===== src/rtl/flag_track_unit_pkg.sv =====
// flag_track_unit_pkg: shared flag indices, state encoding and default widths
package flag_track_unit_pkg;
    localparam int FLAG_Z  = 0;
    localparam int FLAG_N  = 1;
    localparam int FLAG_W  = 2;
    localparam int CNT_W   = 16;
    typedef enum logic {VALID = 1'b0, PENDING = 1'b1} state_t;
endpackage


===== src/rtl/flag_track_unit_if.sv =====
// flag_track_unit_if: EX-stage flag/branch signals between pipeline and flag tracker
interface flag_track_unit_if #(parameter int FLAG_W = 2, parameter int CNT_W = 16);
    logic              ex_valid;
    logic              ex_setflag;
    logic              ex_multi;
    logic              mc_done;
    logic [FLAG_W-1:0] alu_flag;
    logic              ex_branch;
    logic              ex_cmp;
    logic              kill;
    logic              stall_in;
    logic [FLAG_W-1:0] flag_old;
    logic              use_old;
    logic              flag_stall;
    logic              flag_pending;
    logic [CNT_W-1:0]  stall_cnt;
    modport master (
        output ex_valid, ex_setflag, ex_multi, mc_done, alu_flag, ex_branch, ex_cmp, kill, stall_in,
        input  flag_old, use_old, flag_stall, flag_pending, stall_cnt
    );
    modport slave (
        input  ex_valid, ex_setflag, ex_multi, mc_done, alu_flag, ex_branch, ex_cmp, kill, stall_in,
        output flag_old, use_old, flag_stall, flag_pending, stall_cnt
    );
endinterface


===== src/rtl/flag_track_unit.sv =====
// flag_track_unit: architectural flag register with multi-cycle writer tracking and branch flag hazard stall
module flag_track_unit
    import flag_track_unit_pkg::*;
#(
    parameter int FLAG_W = flag_track_unit_pkg::FLAG_W,
    parameter int CNT_W  = flag_track_unit_pkg::CNT_W
) (
    input  logic              clk,
    input  logic              reset,
    flag_track_unit_if.slave  bus
);
    state_t            r_state, w_state_nxt;
    logic [FLAG_W-1:0] r_flag, w_flag_nxt;
    logic [CNT_W-1:0]  r_cnt;
    logic              w_stall;
    logic              w_commit;

    assign w_stall  = bus.ex_valid & (r_state == PENDING) &
                      ((bus.ex_branch & ~bus.ex_cmp) | bus.ex_setflag);
    assign w_commit = bus.ex_valid & ~bus.stall_in & ~w_stall;

    assign bus.flag_old     = r_flag;
    assign bus.use_old      = bus.ex_valid & bus.ex_branch & ~bus.ex_cmp;
    assign bus.flag_stall   = w_stall;
    assign bus.flag_pending = (r_state == PENDING);
    assign bus.stall_cnt    = r_cnt;

    // state, flag register and stall counter update
    always_ff @(posedge clk) begin
        if (reset) begin
            r_state <= VALID;
            r_flag  <= '0;
            r_cnt   <= '0;
        end else begin
            r_state <= w_state_nxt;
            r_flag  <= w_flag_nxt;
            r_cnt   <= r_cnt + CNT_W'(w_stall);
        end
    end

    // next state and flag: kill in PENDING drops a same-cycle late result
    always_comb begin
        w_state_nxt = r_state;
        w_flag_nxt  = r_flag;
        if (r_state == PENDING) begin
            if (bus.kill) begin
                w_state_nxt = VALID;
            end else if (bus.mc_done) begin
                w_state_nxt = VALID;
                w_flag_nxt  = bus.alu_flag;
            end
        end else if (w_commit && bus.ex_setflag) begin
            if (bus.ex_multi) w_state_nxt = PENDING;
            else              w_flag_nxt  = bus.alu_flag;
        end
    end
endmodule


===== src/flat_wrapper.sv =====
// flat-port wrapper written by rule: the top's interface ports become plain ports
module flag_track_unit_flat import flag_track_unit_pkg::*;
#(
    parameter int FLAG_W = flag_track_unit_pkg::FLAG_W,
    parameter int CNT_W  = flag_track_unit_pkg::CNT_W
)
  (clk, reset, bus_ex_valid, bus_ex_setflag, bus_ex_multi, bus_mc_done, bus_alu_flag, bus_ex_branch, bus_ex_cmp, bus_kill, bus_stall_in, bus_flag_old, bus_use_old, bus_flag_stall, bus_flag_pending, bus_stall_cnt);
  flag_track_unit_if #(.FLAG_W(FLAG_W), .CNT_W(CNT_W)) bus_i ();
  input  logic clk;
  input  logic reset;
  input wire logic [$bits(bus_i.ex_valid)-1:0] bus_ex_valid;
  input wire logic [$bits(bus_i.ex_setflag)-1:0] bus_ex_setflag;
  input wire logic [$bits(bus_i.ex_multi)-1:0] bus_ex_multi;
  input wire logic [$bits(bus_i.mc_done)-1:0] bus_mc_done;
  input wire logic [$bits(bus_i.alu_flag)-1:0] bus_alu_flag;
  input wire logic [$bits(bus_i.ex_branch)-1:0] bus_ex_branch;
  input wire logic [$bits(bus_i.ex_cmp)-1:0] bus_ex_cmp;
  input wire logic [$bits(bus_i.kill)-1:0] bus_kill;
  input wire logic [$bits(bus_i.stall_in)-1:0] bus_stall_in;
  output wire logic [$bits(bus_i.flag_old)-1:0] bus_flag_old;
  output wire logic [$bits(bus_i.use_old)-1:0] bus_use_old;
  output wire logic [$bits(bus_i.flag_stall)-1:0] bus_flag_stall;
  output wire logic [$bits(bus_i.flag_pending)-1:0] bus_flag_pending;
  output wire logic [$bits(bus_i.stall_cnt)-1:0] bus_stall_cnt;
  assign bus_i.ex_valid = bus_ex_valid;
  assign bus_i.ex_setflag = bus_ex_setflag;
  assign bus_i.ex_multi = bus_ex_multi;
  assign bus_i.mc_done = bus_mc_done;
  assign bus_i.alu_flag = bus_alu_flag;
  assign bus_i.ex_branch = bus_ex_branch;
  assign bus_i.ex_cmp = bus_ex_cmp;
  assign bus_i.kill = bus_kill;
  assign bus_i.stall_in = bus_stall_in;
  assign bus_flag_old = bus_i.flag_old;
  assign bus_use_old = bus_i.use_old;
  assign bus_flag_stall = bus_i.flag_stall;
  assign bus_flag_pending = bus_i.flag_pending;
  assign bus_stall_cnt = bus_i.stall_cnt;
  flag_track_unit #(.FLAG_W(FLAG_W), .CNT_W(CNT_W)) u_core (.clk(clk), .reset(reset), .bus(bus_i));
endmodule

===== config.mk =====
export PLATFORM = sky130hd
export DESIGN_NAME = flag_track_unit_flat
export DESIGN_NICKNAME = d
export VERILOG_FILES = /design/src/rtl/flag_track_unit_pkg.sv /design/src/rtl/flag_track_unit_if.sv /design/src/rtl/flag_track_unit.sv /design/src/flat_wrapper.sv
export SDC_FILE = /design/constraint.sdc
export NUM_CORES = 1
export LEC_CHECK = 0
export BUFFER_PORTS_ARGS = -buffer_cell sky130_fd_sc_hd__buf_2
export CORE_AREA = 2 2 47 49
export DETAILED_ROUTE_END_ITERATION = 16
export DIE_AREA = 0 0 49 51
export PLACE_DENSITY = 0.76
export REMOVE_ABC_BUFFERS = 1
export SYNTH_ARGS = -nofsm -noshare
export SYNTH_HDL_FRONTEND = slang
export SYNTH_SLANG_ARGS = --single-unit

===== constraint.sdc =====
create_clock -name clk -period 5.5 [get_ports clk]
set_input_delay 0.275 -clock clk [delete_from_list [all_inputs] [get_ports clk]]
set_output_delay 0.275 -clock clk [all_outputs]
set_load 0.005 [all_outputs]

Word level (Yosys, flattened, before mapping)
Cells that the tools add are included.
W data, S select, Z words.
- bits in registers: 19
- latch bits: 0
- RAM bits: 0
- ROM bits: 0
- input port bits: 12
- output and inout bits: 21
- logic and storage cells: 31
- memories kept: 0
- $add $sub $neg: 1
- $mul: 0
- divide/modulo/power cells: 0
- order comparisons: 0
- equality and inequality tests: 3
- shift operators: 0
- muxes and demuxes: 10
- bitwise logic cells: 11
- reduce and logical (&&, ||, !) cells: 3
- operators by type and width (operator ; number):
    $add A16 B1 Y16 ; 1
    $mux W2 ; 5
    $and A1 B1 Y1 ; 7
    $mux W1 ; 5
    $ne A2 B2 Y1 const B ; 2
    $reduce_and A4 Y1 ; 1
    $not A1 Y1 ; 3
    $ne A2 B1 Y1 const B ; 1
    $reduce_bool A2 Y1 ; 1
    $logic_and A1 B1 Y1 ; 1
    $or A1 B1 Y1 ; 1

Depth between registers and ports, before layout
- depth after elaboration: 9
- depth in mapped cells: 7
- depth with buffers taken out: 7

Worst setup path after synthesis
No wires, ideal clock.
- path kind: flip-flop to flip-flop
- start: register u_core.r_state (netlist: u_core.bus.flag_pending)
- end: register u_core.r_cnt[14] (netlist: u_core.bus.stall_cnt[14])
- library setup time: 123 ps
- data arrival time: 1704 ps
- data required time: 5377 ps
- setup slack: 3672 ps
- stages on the path, launching flop included: 7
- buffers on the path: 0
- clock period less this slack: 1828 ps
- cell sequence: dfxtp_1 -> o211a_1 -> ha_1 -> ha_1 -> nand2_1 -> nor4_2 -> mux2_1
- cells in the longest elaborated chain, start to end: 3
- ends and longest elaborated chain (item ; line ; text):
    from (decl) ; flag_track_unit.sv:12 ; state_t r_state, w_state_nxt;
    from (signal assigned) ; flag_track_unit.sv:35 ; r_state <= w_state_nxt;
    $and A1 B1 Y1 (2 in a row) ; flag_track_unit.sv:18 ; assign w_stall = bus.ex_valid & (r_state == PENDING) &
    via bus_flag_stall ; flat_wrapper.sv:22 ; output wire logic [$bits(bus_i.flag_stall)-1:0] bus_flag_stall;
    $add A16 B1 Y16 ; flag_track_unit.sv:37 ; r_cnt <= r_cnt + CNT_W'(w_stall);
    to (signal assigned) ; flag_track_unit.sv:37 ;
    to (decl) ; flag_track_unit.sv:14 ; logic [CNT_W-1:0] r_cnt;
The timed path passes the listed nets, and every way through them passes these cells.
A chain may end at the register's enable or synchronous reset.

Worst setup path after layout
- start: register u_core.r_state (netlist: u_core.bus.flag_pending)
- end: register u_core.r_cnt[14] (netlist: u_core.bus.stall_cnt[14])
- cells in the longest elaborated chain, start to end: 3
- ends and longest elaborated chain (item ; line):
    $and A1 B1 Y1 (2 in a row) ; flag_track_unit.sv:18
    $add A16 B1 Y16 ; flag_track_unit.sv:37
No other way between the ends.

==> flow_metrics.tcl <==
set metrics [dict create \
    end_kind "flop" \
    postCtsHoldBufs 0 \
    synth_simple_gate_area_share_pct 31.18 \
    ys_ff_latch 19 \
    yosysWarningCount 0 \
    drive_above_1_share_pct 30.60 \
    finalWorstSetupSlack_ps 3527 \
    fillers 208 \
    die_h_um 51 \
    hold_viol_final 0 \
    worstHoldStart "bus_alu_flag[1]" \
    portBuffers 32 \
    post_cts_buffers 0 \
    synthMuxAreaShare_pct 6.989 \
    switching_share_pct 23.24 \
    ir_drop_mv 0.1280 \
    switchingPower_w 0.00005181 \
    rsz0062_at_grt "false" \
    crit_path_start_kind "flop" \
    antenna_left 0 \
    htree_num_levels 1 \
    post-dp-hpwl_mm 1.399 \
    antenna_found_initial 0 \
    max_stage_delay_ps 430 \
    synth_top_flop_cell "dfxtp_1" \
    drt-total-wl_mm 1.846 \
    path_buf_inv 0 \
    vias 851 \
    fin_crit_ps 1973 \
    skew_ps 7.307 \
    globalRoute.totalOverflow 0 \
    internal-power_w 0.0001711 \
    initial_core_util_pct 45.12 \
    die-width_um 49 \
    hold_path_depth 3 \
    postSynthAreaPerCell_um2 9.217 \
    cp_slowest_cell "dfxtp_1" \
    nets 150 \
    synth-xor-area-share_pct 2.823 \
    mappedNetlistArea_um2 930.9 \
    cts_tree "built" \
    p_clk_share_pct 32.7 \
    grt_pass1_wl_mm 3.029 \
    area.growth.synth_to_final_pct 21.91 \
    outcome "complete, no violations" \
    hold_slack_ps 214.3 \
    rrSetupSlack_ps 3530 \
    grtUsageTotal_pct 16.05 \
    num_antenna_cells 0 \
    synth-compound-area-share_pct 11.29 \
    drv_cap 0 \
    arrival_ps 2170 \
    mostFrequentLayoutCell "buf_2" \
    synth_top_family_by_area "simple AND/OR/NAND/NOR gates" \
    combinationalPowerShare_pct 5.1 \
    ys_seq_area_share_pct 40.86 \
    p_leak_nw 0.5079 \
    reg2reg_from "u_core.bus.flag_pending" \
    dp_cells 158 \
    worstReg2RegEnd "u_core.bus.stall_cnt[14]" \
    synth-edff-count 0 \
    slew_headroom_pct 72.92 \
    synthArstFlopShare_pct 0 \
    final_cell_mix "32 x buf_2, 19 x dfxtp_1, 8 x a21oi_1, 8 x nor2_1" \
    worstSetupPathType "reg -> reg" \
    drc 0 \
    core-area_um2 2063 \
    cts_num_sinks 19 \
    cts_root_buffer "clkbuf_4" \
    placementRows 17 \
    synth_cells 101 \
    viasPerCell 5.253 \
    pre_cts_ws_ps 3471 \
    synthDistinctLibCells 28 \
    cp_top_family "simple AND/OR/NAND/NOR gates" \
    final_core_util_pct 55.00 \
    powerDensity_nw_per_um2 196.4 \
    tightestPinTransition_ps 406.3 \
    cts-resized-gates 0 \
    clk_latency_ps 310 \
    finalCritPeriodShare_pct 35.87 \
    whs_endpoint "u_core.bus.flag_old[1]" \
    firstDrtPassIters 4 \
    synth_fa_ha_area_share_pct 4.032 \
    pin_count 33 \
    final.setup.tns_ps 0 \
    worstHoldPathType "in -> reg" \
    reg2reg_depth 6 \
    cpMostUsedCell "ha_1" \
    crit_required_ps 5700 \
    clk_transition_reported_paths_ps 110 \
    drv_slew 0 \
    fmax_mhz 506.9 \
    gp_congestion 0.7584 \
    grt_max_degree 26 \
    drt_iter0_drc 14 \
    fin_cells 162 \
    clockBufferDepth 2 \
    avgRoutedWirePerCell_um 11.40 \
    die-area_um2 2499 \
    grt_pass1_vias 744 \
    seqPwrFrac_pct 62.2 \
    numCtsBuffers 3 \
    cp_max_fo 6 \
    setup_viol 0 \
    worstPathCellList "o211a_1, ha_1, ha_1, nand2_1, nor4_2, mux2_1" \
]
cell type report:
type | count | area (um2) | share of cell area (%)
Clock buffer | 3 | 22.52 | 1.985
Clock inverter | 1 | 5.005 | 0.4410
Inverter | 2 | 7.507 | 0.6615
Multi-Input combinational cell | 77 | 524.3 | 46.20
Sequential cell | 19 | 380.4 | 33.52
Timing Repair Buffer | 32 | 160.2 | 14.11
Tap cell | 28 | 35.03 | 3.087
power by group through the flow:
stage	clock (W)	combinational (W)	sequential, W
floorplan	0	0.00000375	0.000142
global placement	0	0.0000112	0.000142
detailed placement	0	0.0000115	0.000142
CTS	0.0000749	0.0000115	0.000139
global route	0.0000799	0.0000129	0.000139
finish	0.0000729	0.0000114	0.000139
worst reg2reg max path, stage by stage, from the launching register on:
cell	delay (ps)
dfxtp_1	430
o211a_1	230
ha_1	180
ha_1	200
nand2_1	170
nor4_2	320
mux2_1	350
registers in the layout, indices dropped and copies added (netlist names):
name,count
u_core.bus.flag_old,2
u_core.bus.flag_pending,1
u_core.bus.stall_cnt,16
layer usage:
layer  GRT usage, %  share of wire, %  up-vias
met3          4.386               6.1        5
met4          10.00               2.3        0
met2          27.17                47       25
met1          18.01                44      391
met5              0                 0        -
li1               -                 -      430
synth_stat cells (3+ instances only):
library cell | number | area, um2
o21ai_0 | 3 | 15.01
or4_1 | 4 | 30.03
mux2_1 | 4 | 45.04
o31ai_1 | 4 | 30.03
a21oi_1 | 8 | 40.04
ha_1 | 3 | 37.54
nand3_1 | 5 | 25.02
or3_1 | 3 | 18.77
nor2_1 | 8 | 30.03
nand2_1 | 7 | 26.28
nor2b_1 | 7 | 43.79
nor4_2 | 3 | 37.54
nand2b_1 | 4 | 25.02
dfxtp_1 | 19 | 380.4
how the worst max path moves through the flow:
stage / start / end / slack (ps) / cells past startpoint
global route: u_core.bus.flag_pending / u_core.bus.stall_cnt[12] / 3380 / 6
floorplan: u_core.bus.flag_pending / u_core.bus.stall_cnt[14] / 3670 / 6
finish: u_core.bus.flag_pending / u_core.bus.stall_cnt[14] / 3530 / 6
CTS: u_core.bus.flag_pending / u_core.bus.stall_cnt[14] / 3530 / 6
detailed placement: bus_ex_cmp / u_core.bus.stall_cnt[14] / 3470 / 8
global placement: bus_ex_cmp / u_core.bus.stall_cnt[14] / 3560 / 8
metrics by stage:
step | instance area [um2] | power [W]
floorplan | 912.1 | 0.0001455
detailed placement | 1107 | 0.0001532
CTS | 1135 | 0.0002250
global placement | 1107 | 0.0001529
finish | 1135 | 0.0002229
global route | 1135 | 0.0002316
kinds of logic after synthesis:
family                     after synthesis
xor gates and xnor gates                 3
DFF                                     19
muxes                                    6
and+or+nand+nor                         48
adders and majority gates                3
AOI/OAI and AO/OA                       17
buffers and inverters                    5
Note: power is estimated with default switching activity, not from simulation.
